[src/rtl/dso_uart_pkg.sv]
// Shared types and constants for the DSO command-link UART slave.
package dso_uart_pkg;

  typedef enum logic [1:0] {
    RX_IDLE  = 2'd0,
    RX_START = 2'd1,
    RX_DATA  = 2'd2,
    RX_STOP  = 2'd3
  } rx_state_t;

  typedef enum logic {
    TX_IDLE = 1'b0,
    TX_XMIT = 1'b1
  } tx_state_t;

  localparam int BYTES_PER_CMD = 3;
  localparam int FRAME_BITS    = 10;

endpackage

[src/rtl/uart_rx_core.sv]
// 8N1 receiver: RX synchronizer, falling-edge detect, bit-timing FSM.
//
// state    | meaning
// ---------+------------------------------------------------------------
// RX_IDLE  | line idle, waiting for a falling edge
// RX_START | half a bit after the edge; high here means glitch
// RX_DATA  | sampling 8 data bits LSB first, one per bit period
// RX_STOP  | sampling stop bit; high accepts the byte, low is framing error
module uart_rx_core
  import dso_uart_pkg::*;
#(
  parameter int BAUD_DIV = 4340
) (
  input  logic       clk,
  input  logic       rst_n,
  input  logic       rx,
  output logic [7:0] rx_byte,
  output logic       rx_vld,
  output logic       rx_start,
  output logic       rx_ferr,
  output logic       rx_idle
);

  localparam int CNT_W = $clog2(BAUD_DIV);

  rx_state_t        state;
  logic             rx_s1, rx_s2, rx_prev;
  logic             rx_fall;
  logic [CNT_W-1:0] cnt;
  logic [2:0]       bit_cnt;
  logic [7:0]       shreg;

  assign rx_fall = rx_prev & ~rx_s2;
  assign rx_idle = (state == RX_IDLE);

  // Two-flop synchronizer plus one delay stage for edge detection; preset to idle-high
  always_ff @(posedge clk or negedge rst_n) begin
    if (!rst_n) begin
      rx_s1   <= 1'b1;
      rx_s2   <= 1'b1;
      rx_prev <= 1'b1;
    end else begin
      rx_s1   <= rx;
      rx_s2   <= rx_s1;
      rx_prev <= rx_s2;
    end
  end

  // Receive FSM with bit-period down-counter; sample when the counter reaches zero
  always_ff @(posedge clk or negedge rst_n) begin
    if (!rst_n) begin
      state    <= RX_IDLE;
      cnt      <= '0;
      bit_cnt  <= '0;
      shreg    <= '0;
      rx_byte  <= '0;
      rx_vld   <= 1'b0;
      rx_start <= 1'b0;
      rx_ferr  <= 1'b0;
    end else begin
      rx_vld   <= 1'b0;
      rx_start <= 1'b0;
      rx_ferr  <= 1'b0;
      unique case (state)
        RX_IDLE: begin
          if (rx_fall) begin
            state    <= RX_START;
            cnt      <= CNT_W'(BAUD_DIV / 2 - 1);
            rx_start <= 1'b1;
          end
        end
        RX_START: begin
          if (cnt == '0) begin
            if (rx_s2) begin
              state <= RX_IDLE;
            end else begin
              state   <= RX_DATA;
              cnt     <= CNT_W'(BAUD_DIV - 1);
              bit_cnt <= '0;
            end
          end else begin
            cnt <= cnt - CNT_W'(1);
          end
        end
        RX_DATA: begin
          if (cnt == '0) begin
            shreg <= {rx_s2, shreg[7:1]};
            cnt   <= CNT_W'(BAUD_DIV - 1);
            if (bit_cnt == 3'd7) begin
              state <= RX_STOP;
            end else begin
              bit_cnt <= bit_cnt + 3'd1;
            end
          end else begin
            cnt <= cnt - CNT_W'(1);
          end
        end
        RX_STOP: begin
          if (cnt == '0) begin
            state <= RX_IDLE;
            if (rx_s2) begin
              rx_vld  <= 1'b1;
              rx_byte <= shreg;
            end else begin
              rx_ferr <= 1'b1;
            end
          end else begin
            cnt <= cnt - CNT_W'(1);
          end
        end
        default: state <= RX_IDLE;
      endcase
    end
  end

endmodule

[src/rtl/uart_cmd_slv.sv]
// UART command slave: three received bytes form one 24-bit command,
// 8-bit responses are serialized back. RX and TX run independently.
//
// state   | meaning
// --------+--------------------------------------------------
// TX_IDLE | TX held high, waiting for send_resp
// TX_XMIT | shifting {stop, resp, start} out, one bit per BAUD_DIV
module uart_cmd_slv
  import dso_uart_pkg::*;
#(
  parameter int BAUD_DIV = 4340,
  parameter int TMO_BITS = 40
) (
  input  logic        clk,
  input  logic        rst_n,
  input  logic        RX,
  output logic        TX,
  output logic [23:0] cmd,
  output logic        cmd_rdy,
  input  logic        clr_cmd_rdy,
  input  logic [7:0]  resp,
  input  logic        send_resp,
  output logic        resp_sent
);

  localparam int CNT_W    = $clog2(BAUD_DIV);
  localparam int TMO_CLKS = TMO_BITS * BAUD_DIV;
  localparam int TMO_W    = $clog2(TMO_CLKS);

  logic [7:0]       rx_byte;
  logic             rx_vld, rx_start, rx_ferr, rx_idle;
  logic [15:0]      hold;
  logic [1:0]       idx;
  logic             cmd_load;
  logic [TMO_W-1:0] tmo_cnt;
  logic             tmo_run, tmo_hit;
  tx_state_t        tx_state;
  logic [9:0]       tx_sh;
  logic [CNT_W-1:0] tx_cnt;
  logic [3:0]       tx_bit;

  uart_rx_core #(
    .BAUD_DIV (BAUD_DIV)
  ) u_rx_core (
    .clk      (clk),
    .rst_n    (rst_n),
    .rx       (RX),
    .rx_byte  (rx_byte),
    .rx_vld   (rx_vld),
    .rx_start (rx_start),
    .rx_ferr  (rx_ferr),
    .rx_idle  (rx_idle)
  );

  assign cmd_load = rx_vld && (idx == 2'(BYTES_PER_CMD - 1));
  assign tmo_run  = (idx != 2'd0) && rx_idle;
  assign tmo_hit  = tmo_run && (tmo_cnt == '0);

  // Command assembly: first two bytes shift into hold, third loads cmd
  always_ff @(posedge clk or negedge rst_n) begin
    if (!rst_n) begin
      hold <= '0;
      idx  <= '0;
      cmd  <= '0;
    end else if (rx_ferr) begin
      idx <= '0;
    end else if (rx_vld) begin
      if (cmd_load) begin
        cmd <= {hold, rx_byte};
        idx <= '0;
      end else begin
        hold <= {hold[7:0], rx_byte};
        idx  <= idx + 2'd1;
      end
    end else if (tmo_hit) begin
      idx <= '0;
    end
  end

  // cmd_rdy: a new command outranks a simultaneous clear
  always_ff @(posedge clk or negedge rst_n) begin
    if (!rst_n) begin
      cmd_rdy <= 1'b0;
    end else if (cmd_load) begin
      cmd_rdy <= 1'b1;
    end else if (clr_cmd_rdy || rx_start) begin
      cmd_rdy <= 1'b0;
    end
  end

  // Inter-byte timeout: reloads whenever no partial command is waiting
  always_ff @(posedge clk or negedge rst_n) begin
    if (!rst_n) begin
      tmo_cnt <= TMO_W'(TMO_CLKS - 1);
    end else if (!tmo_run) begin
      tmo_cnt <= TMO_W'(TMO_CLKS - 1);
    end else if (tmo_cnt != '0) begin
      tmo_cnt <= tmo_cnt - TMO_W'(1);
    end
  end

  // Transmit FSM: TX comes straight from the shift-register LSB, so it is glitch-free
  always_ff @(posedge clk or negedge rst_n) begin
    if (!rst_n) begin
      tx_state  <= TX_IDLE;
      tx_sh     <= '1;
      tx_cnt    <= '0;
      tx_bit    <= '0;
      resp_sent <= 1'b0;
    end else begin
      unique case (tx_state)
        TX_IDLE: begin
          if (send_resp) begin
            tx_state  <= TX_XMIT;
            tx_sh     <= {1'b1, resp, 1'b0};
            tx_cnt    <= CNT_W'(BAUD_DIV - 1);
            tx_bit    <= '0;
            resp_sent <= 1'b0;
          end
        end
        TX_XMIT: begin
          if (tx_cnt == '0) begin
            tx_cnt <= CNT_W'(BAUD_DIV - 1);
            tx_sh  <= {1'b1, tx_sh[9:1]};
            if (tx_bit == 4'(FRAME_BITS - 1)) begin
              tx_state  <= TX_IDLE;
              resp_sent <= 1'b1;
            end else begin
              tx_bit <= tx_bit + 4'd1;
            end
          end else begin
            tx_cnt <= tx_cnt - CNT_W'(1);
          end
        end
        default: tx_state <= TX_IDLE;
      endcase
    end
  end

  assign TX = tx_sh[0];

endmodule

[config.mk]
export PLATFORM = sky130hd
export DESIGN_NAME = uart_cmd_slv
export DESIGN_NICKNAME = d
export VERILOG_FILES = /design/src/rtl/dso_uart_pkg.sv /design/src/rtl/uart_rx_core.sv /design/src/rtl/uart_cmd_slv.sv
export SDC_FILE = /design/constraint.sdc
export NUM_CORES = 1
export LEC_CHECK = 0
export BUFFER_PORTS_ARGS = -buffer_cell sky130_fd_sc_hd__buf_2
export CELL_PAD_IN_SITES_DETAIL_PLACEMENT = 2
export CELL_PAD_IN_SITES_GLOBAL_PLACEMENT = 2
export CORE_ASPECT_RATIO = 1.5
export CORE_MARGIN = 4
export CORE_UTILIZATION = 37
export DETAILED_ROUTE_END_ITERATION = 8
export PLACE_DENSITY = 0.74
export SETUP_SLACK_MARGIN = 0.3
export SLEW_MARGIN = 20
export SYNTH_ARGS = -nofsm -noshare
export SYNTH_HDL_FRONTEND = slang
export SYNTH_HIERARCHICAL = 1
export SYNTH_SLANG_ARGS = --single-unit
[constraint.sdc]
create_clock -name clk -period 2.1 [get_ports clk]
set_input_delay 0.105 -clock clk [delete_from_list [all_inputs] [get_ports clk]]
set_output_delay 0.105 -clock clk [all_outputs]
set_load 0.01 [all_outputs]
==> Word level (Yosys, flattened, before mapping) <==
Cells that the tools add are included.
{ "word_totals": {"rom_bits": 0, "reg_bits": 130, "word_cells": 127, "latch_bits": 0, "n_memories": 0, "ramBits": 0} }
{ "op_classes": {"addsub": 6, "n_mul": 0, "mux": 52, "magnitude_cmp": 0, "bitwise_logic": 5, "n_shift": 0, "eq_ne": 20, "n_reduce_logical": 23, "n_div": 0} }
{ "op_table": {"columns": ["operator", "count"], "rows": [
  ["$mux W13", 7],
  ["$pmux W13 S4", 1],
  ["$mux W18", 2],
  ["$logic_not A13 Y1", 2],
  ["$pmux W13 S2", 1],
  ["$sub A13 B1 Y13 const B", 2],
  ["$mux W10", 2],
  ["$mux W2", 10],
  ["$pmux W10 S2", 1],
  ["$logic_not A18 Y1", 1],
  ["$reduce_and A3 Y1", 6],
  ["$reduce_bool A18 Y1", 1],
  ["$sub A18 B1 Y18 const B", 1],
  ["$mux W1", 16],
  ["$ne A2 B1 Y1 const B", 8],
  ["$mux W3", 4],
  ["$mux W4", 3],
  ["$ne A2 B2 Y1 const B", 5],
  ["$reduce_and A5 Y1", 2],
  ["$pmux W2 S4", 1],
  ["$pmux W4 S2", 1],
  ["$eq A2 B2 Y1 const B", 3],
  ["$pmux W3 S2", 1],
  ["$reduce_bool A2 Y1", 3],
  ["other kinds (15)", 22]
]} }

==> Logic depth before layout (Yosys ltp) <==
Gate-level depths: netlist of run 1.
{ "depth": {"word_depth": 6, "mapped_depth": 9} }

==> Modules after synthesis <==
The synthesis of run 1 kept the hierarchy.
{ "modules_own_cells": {"columns": ["mod", "cells_each", "seq_area_each_um2", "instances", "area_each_um2"], "rows": [
  ["uart_cmd_slv", 351, 2250.9, 1, 4047.6],
  ["uart_rx_core", 195, 1004.7, 1, 2158.3]
]} }

==> Least setup slack after synthesis of run 1 <==
No wires, ideal clock.
{ "synth_path": {"path_type": "register -> register", "startpoint": "reg tmo_cnt[0]", "endpoint": "reg tmo_cnt[8]", "synth_period_minus_slack_ns": 2.063, "path_buffers": 1, "setup_slack_ns": 0.037, "stages_incl_launch_ff": 8, "t_arrival_ns": 1.978, "cell_sequence": "dfstp_2 inv_1 ha_1 or4b_1 buf_2 or4_1 or3_1 a21oi_1"} }
{ "synth_between": {"elab_chain_cells": 3, "word_cells_on_any_way": 5} }
{ "synth_rtl": {"columns": ["item", "line_no", "source"], "rows": [
  ["from (decl)", "uart_cmd_slv.sv:35", "logic [TMO_W-1:0] tmo_cnt;"],
  ["from (signal assigned)", "uart_cmd_slv.sv:94", "tmo_cnt <= TMO_W'(TMO_CLKS - 1);"],
  ["from (signal assigned)", "uart_cmd_slv.sv:96", "tmo_cnt <= TMO_W'(TMO_CLKS - 1);"],
  ["from (signal assigned)", "uart_cmd_slv.sv:98", "tmo_cnt <= tmo_cnt - TMO_W'(1);"],
  ["$sub A18 B1 Y18", "uart_cmd_slv.sv:98", null],
  ["$mux W18", "uart_cmd_slv.sv:97", "end else if (tmo_cnt != '0) begin"],
  ["$mux W18", "uart_cmd_slv.sv:95", "end else if (!tmo_run) begin"]
]} }
Several ways; a longest one is shown, not always the timed one. The select of a mux whose other input is x is not followed.
A chain may end at the register's enable or synchronous reset.

==> Worst setup path in the final report of run 1 <==
{ "layout_path": {"startpoint": "reg tx_cnt[0]", "endpoint": "reg tx_cnt[6]"} }
{ "layout_between": {"elab_chain_cells": 3, "word_cells_on_any_way": 4} }
{ "layout_rtl": {"columns": ["item", "line_no", "source"], "rows": [
  ["from (decl)", "uart_cmd_slv.sv:39", "logic [CNT_W-1:0] tx_cnt;"],
  ["from (signal assigned)", "uart_cmd_slv.sv:116", "tx_cnt <= CNT_W'(BAUD_DIV - 1);"],
  ["from (signal assigned)", "uart_cmd_slv.sv:123", "tx_cnt <= CNT_W'(BAUD_DIV - 1);"],
  ["from (signal assigned)", "uart_cmd_slv.sv:132", "tx_cnt <= tx_cnt - CNT_W'(1);"],
  ["$sub A13 B1 Y13 or $logic_not A13 Y1 (tied branches)", "uart_cmd_slv.sv:132, uart_cmd_slv.sv:122", null],
  ["$mux W13 *", "uart_cmd_slv.sv:122", "if (tx_cnt == '0) begin"],
  ["$pmux W13 S2 *", "uart_cmd_slv.sv:111", "unique case (tx_state)"]
]} }
Mark *: on every way between the ends. The rest lies on a longest branch, timed or not.

==> results of run 1 <==
stage by stage:
step                utilization (%)  setup TNS (ps)  cell area, sq um  power, mW
floorplan                         -               0              6260       4.20
global placement               42.2               0              6890       4.85
detailed placement             42.2            -107              6890       4.98
CTS                            51.1               0              8340       8.75
global route                   54.3           -1330              8860       9.97
finish                         54.3            -330              8860       9.59
Yosys cell counts (4+ instances only):
| master | instances |
|---|---|
| a211oi_1 | 5 |
| a21oi_1 | 22 |
| a31oi_1 | 5 |
| and2_1 | 5 |
| buf_2 | 8 |
| clkbuf_1 | 9 |
| dfrtp_1 | 107 |
| dfstp_2 | 22 |
| ha_1 | 13 |
| inv_1 | 23 |
| mux2_2 | 49 |
| mux2_4 | 8 |
| mux2i_1 | 13 |
| nand2_1 | 46 |
| nand2b_1 | 4 |
| nand3_1 | 9 |
| nand3b_1 | 4 |
| nand4_1 | 5 |
| nor2_1 | 35 |
| nor2b_1 | 6 |
| nor3_1 | 14 |
| o211ai_1 | 5 |
| o21ai_0 | 35 |
| or4_1 | 5 |
| xnor2_1 | 10 |
| xor2_1 | 6 |
cell type report:
type                            instances  area [sq um]
Fill cell                            1534          7470
Multi-Input combinational cell        373          3510
Sequential cell                       129          3260
Timing Repair Buffer                  141          1130
Clock buffer                           17           425
Tap cell                              206           258
Clock inverter                         15           190
Inverter                               24          90.1
layer usage:
layer	share of wire, %	up-vias
li1	-	2240
met1	35	2706
met2	57	146
met3	2.9	91
met4	5.1	0
met5	0	-
final timing paths:
kind,endpoint,start,cells past startpoint
worst max-delay path,tx_cnt[6],tx_cnt[0],9
worst min-delay path,tx_sh[6],resp[5],3
worst max register to register,tx_cnt[6],tx_cnt[0],9
worst min register to register,u_rx_core/rx_s2,u_rx_core/rx_s1,0
max in group asynchronous,tmo_cnt[13],rst_n,3
min in group asynchronous,tx_bit[3],rst_n,2
cells by family after synthesis:
group | synth area share, %
adders and majority gates | 2.62
AOI/OAI and AO/OA | 12.0
xor gates and xnor gates | 2.26
and+or+nand+nor | 14.1
muxes | 13.1
buffers and inverters | 3.45
DFF | 52.5
flip-flops by register name, summed over array words and instances, names as in the netlist, 2 cells and up, named ones only:
signal             flops
cmd                   24
hold                  16
idx                    2
tmo_cnt               18
tx_bit                 4
tx_cnt                13
tx_sh                  9
u_rx_core/bit_cnt      3
u_rx_core/cnt         13
u_rx_core/rx_byte      8
u_rx_core/shreg        8
critical path, cell delays in order (launching register included):
cell      delay, ps
dfrtp_1         400
inv_2            90
buf_4           110
buf_4           100
buf_4           100
ha_1            230
nand2b_1        200
nor4b_1         540
xnor2_1         250
nand2_2          90
where the power goes:
part           total [mW]  internal, mW  switching [mW]  leakage [nW]
Combinational        3.52          1.53            1.99          2.04
Clock                3.21          1.81            1.39         0.301
Sequential           2.86          2.66           0.198          1.64
timing repair:
item                       CTS  global route
gates cloned                 2             0
hold endpoints to repair    33             0
hold buffers                 7             0
resized for setup          124            72
setup endpoints to repair   78           105
setup buffers               34            23
pin swaps                   48            37
==> metrics.yaml, run 1 <==
cts:
  clkLatencyLatePin_ps: 440
  cts_num_sinks: 129
  clockRootBuffer: "clkbuf_16"
  numCtsBuffers: 17
  cts.htree.levels: 4
  clock_path_buffers: 2
  clk_pin_slew_worst_paths_ps: 70
  cts_tree: "yes"
critical_path:
  crit_arrival_ps: 2560
  path_max_fanout: 4
  cp-start-kind: "register"
  required_ps: 2420
  r2r_setup_slack_ps: -140
  end_kind: "register"
  path_class: "reg -> reg"
synth:
  seq_area_frac_synth_pct: 52.5
  async_reset_ff_share_pct: 100
  yosysTopAreaCellShare_pct: 43.1
  yosys_register_bits: 129
  netlist_instances: 546
  yosys.area.top_type: "dfrtp_1"
  synth-edff-count: 0
  syn_nets: 572
  synth_ff_type: "dfrtp_1"
  synth_area_per_cell_sq_um: 11.4
  yosysWarningCount: 6
  netlist_top_cells_area: "dfrtp_1 43%, dfstp_2 9.3%, mux2_2 8.9%"
  yosysUniqueCellTypes: 76
  syn-cell-area_sq_mm: 0.00621
finish:
  layout_common_cells: "106 x dfrtp_1, 69 x buf_4, 41 x mux2_2, 38 x buf_2, 31 x nor2_1"
  layout-drive-gt1-share_pct: 53.9
  layout.nets: 712
  final_common_cell: "dfrtp_1"
  fin_cells: 905
  n_antenna_cell: 0
  syn2layout_area_growth_pct: 42.8
power:
  ir_drop_v: 0.000744
  cellLeakagePower_nw: 3.98
  p_per_area_mw_per_mm2: 1080
timing:
  fin_worst_skew_ps: 14.0
  slew_violations: 0
  period_needed_ps: 2240
  fin_ws_ps: -138
  holdWs_ps: -7.56
  fmax_mhz: 447
  relSlewSlack_pct: 46.5
  hold_viol_final: 2
  post-route-period-util_pct: 107
  setup_viol: 9
  worstMarginPinSlew_ps: 800
  rsz0062_at_grt: "true"
die:
  ios: 40
  die_area_sq_mm: 0.0190
  rows: 57
  die_h_um: 167
  coreArea_sq_mm: 0.0163
  die_w_um: 114
  start_util_pct: 38.0
route:
  vias: 5183
  drt_pass1_iterations: 5
  postRouteAntennaNets: 0
  drt_iter0_drc: 270
  routed_via_density: 5.73
  drc: 0
  wl_um: 25600
  routedWlPerCell_um: 28.3
placed_design:
  portBuffers: 39
  place_hpwl_um: 11500
  dpl_worst_slack_ps: -44.5
  placed_cells: 807
  gp_congestion: 0.787
global_routing:
  gr-max-usage-layer: "met2"
  grt_use_met3_pct: 4.36
  use_met2_pct: 46.8
  use_met1_pct: 23.9
  antenna_found_initial: 0
  grt_start_max_net_pins: 45
  grt_pass1_vias: 5971
  gr-total-overflow: 0
  track_usage_pct: 24.1
  grt_pass1_wl_um: 34800
min_path:
  worstHoldPathType: "in -> reg"
run:
  drv_cap: 0
outcome:
  violations: "negative hold slack, negative setup slack"
  status: "finished with violations"
Note: power is estimated with default switching activity, not from simulation.
==> run 2: changes to the inputs <==
--- a/config.mk
+++ b/config.mk
@@ -14,7 +14,7 @@
 export DETAILED_ROUTE_END_ITERATION = 8
 export PLACE_DENSITY = 0.74
 export SETUP_SLACK_MARGIN = 0.3
-export SLEW_MARGIN = 20
+export SLEW_MARGIN = 0
 export SYNTH_ARGS = -nofsm -noshare
 export SYNTH_HDL_FRONTEND = slang
 export SYNTH_HIERARCHICAL = 1
==> constraint.sdc (replaced) <==
create_clock -name clk -period 2 [get_ports clk]
set_input_delay 0.1 -clock clk [delete_from_list [all_inputs] [get_ports clk]]
set_output_delay 0.1 -clock clk [all_outputs]
set_load 0.01 [all_outputs]
==> run 2 against run 1 <==
The run ends with negative setup slack left; die area did not move; global-route usage rose by 3.3 points; clock-buffer cell count did not move; largest power group unchanged; maximum frequency rose by 2.1%.
==> metrics.yaml, run 2 (same netlist as run 1, synthesis figures left out) <==
timing:
  relSlewSlack_pct: 55.1
  tns_ps: -2340
  setup_viol: 33
  fmax_mhz: 456
  slew_violations: 0
  period_needed_ps: 2190
  worstMarginPinSlew_ps: 673
  hold_viol_final: 0
  fin_worst_skew_ps: 14.0
  fin_ws_ps: -192
  holdWs_ps: 59.3
  post-route-period-util_pct: 110
  rsz0062_at_grt: "true"
placed_design:
  dpl_worst_slack_ps: -152
  portBuffers: 39
  gp_congestion: 0.811
  place_hpwl_um: 12500
  placed_cells: 828
  postPlaceCellArea_sq_mm: 0.00710
finish:
  layout.nets: 727
  fin_cells: 920
  final_common_cell: "dfrtp_1"
  layout_common_cells: "106 x dfrtp_1, 71 x buf_4, 41 x mux2_2, 38 x buf_2"
  largest-register: "cmd"
  reg.largest.list: "cmd x24, tmo_cnt x18, hold x16"
  seqCellArea_sq_mm: 0.00326
  fin_util_pct: 56.5
  multiInputGateArea_sq_mm: 0.00370
  fin_area_sq_mm: 0.00923
  num-fill-cells: 1502
  layout-drive-gt1-share_pct: 57.3
  syn2layout_area_growth_pct: 48.7
  largest_reg_flops: 24
  n_antenna_cell: 0
cts:
  cts_num_sinks: 129
  cts_tree: "yes"
  clockRootBuffer: "clkbuf_16"
  cts.htree.levels: 4
  clock_path_buffers: 2
  numCtsBuffers: 17
  clkLatencyLatePin_ps: 440
  clk_pin_slew_worst_paths_ps: 70
die:
  coreArea_sq_mm: 0.0163
  die_w_um: 114
  die_h_um: 167
  start_util_pct: 38.0
  rows: 57
  die_area_sq_mm: 0.0190
  ios: 40
critical_path:
  cp-start-kind: "register"
  critPathBufInv: 4
  end_kind: "register"
  crit_top_cell: "buf_12"
  critPathTopFamily: "simple AND/OR/NAND/NOR gates"
  max_stage_delay_ps: 490
  crit_arrival_ps: 2510
  required_ps: 2320
  critPathSlowestCell: "or4b_4"
  path_max_fanout: 4
  path_cells: "inv_2 -> ha_4 -> or4b_4 -> buf_12 -> nor3_4 -> buf_6 -> buf_12 -> a2111oi_4 -> xnor2_1 -> nor2_1"
  reg2reg_to: "tmo_cnt[7]"
  rr_worst_depth: 10
  timing.rr.start: "tmo_cnt[0]"
  path_class: "reg -> reg"
  r2r_setup_slack_ps: -190
min_path:
  hold_end: "tx_sh[8]"
  worstHoldPathType: "in -> reg"
  min-delay-start: "send_resp"
  hold_depth: 4
global_routing:
  grt_pass1_vias: 6261
  grt_pass1_wl_um: 38700
  gr-total-overflow: 0
  track_usage_pct: 27.4
  grt_start_max_net_pins: 45
  antenna_found_initial: 0
route:
  met1_length_um: 9290
  drc: 0
  drt_pass1_iterations: 4
  vias: 5259
  wl_um: 27000
  routedWlPerCell_um: 29.4
  dr_wl_met3_um: 619
  postRouteAntennaNets: 0
  met2RoutedLength_um: 16100
  routed_via_density: 5.72
  highest_layer: "met4"
  drt_iter0_drc: 196
outcome:
  status: "finished with violations"
  violations: "negative setup slack"
power:
  finalPower_mw: 10.5
  cellLeakagePower_nw: 4.08
  p_per_area_mw_per_mm2: 1140
  ir_drop_v: 0.000776
run:
  drv_cap: 0
-- run 2: tightest hold or removal path: cells and delay by family --
kind / cells / cell delay (ps)
AO/OA/AOI/OAI: 1 / 40
buffers and inverters: 1 / 130
AND/OR/NAND/NOR: 2 / 220
-- run 2: worst max-delay path by stage --
stage                        endpoint  depth (start not counted)         from
after detailed placement  tmo_cnt[13]                          8   tmo_cnt[1]
after CTS                  tmo_cnt[8]                          6   tmo_cnt[1]
after global placement    tmo_cnt[13]                          8   tmo_cnt[0]
after floorplan            tmo_cnt[8]                          7   tmo_cnt[0]
after global routing      tmo_cnt[11]                          6  tmo_cnt[12]
final                      tmo_cnt[7]                         10   tmo_cnt[0]
-- run 2: layout make-up --
class / count / share of cell area, %
multi-input cells: 375 / 40.1
flip-flops and latches: 129 / 35.3
repair buffers: 154 / 14.4
clock buffers: 17 / 4.61
well taps: 206 / 2.79
clock inverters: 15 / 1.78
inverters: 24 / 0.976
-- run 2: what timing repair did --
item	4_1_cts	5_1_grt
endpoints found under the hold margin	31	0
setup endpoints to repair	84	119
gates cloned	4	0
hold buffers	10	0
buffers inserted	33	13
gates resized for setup	154	75
pin swaps	57	37
-- run 2: power breakdown --
group          leakage (nW)  switching (mW)  internal [mW]
clock network         0.294            1.45           1.78
logic                  2.14            2.40           1.84
registers              1.64           0.223           2.80
-- run 2: routing by layer --
layer / vias up / GRT usage, %
li1: 2278 / -
met2: 133 / 53.7
met3: 70 / 4.17
met4: 0 / 13.4
met5: - / 0
met1: 2778 / 27.0
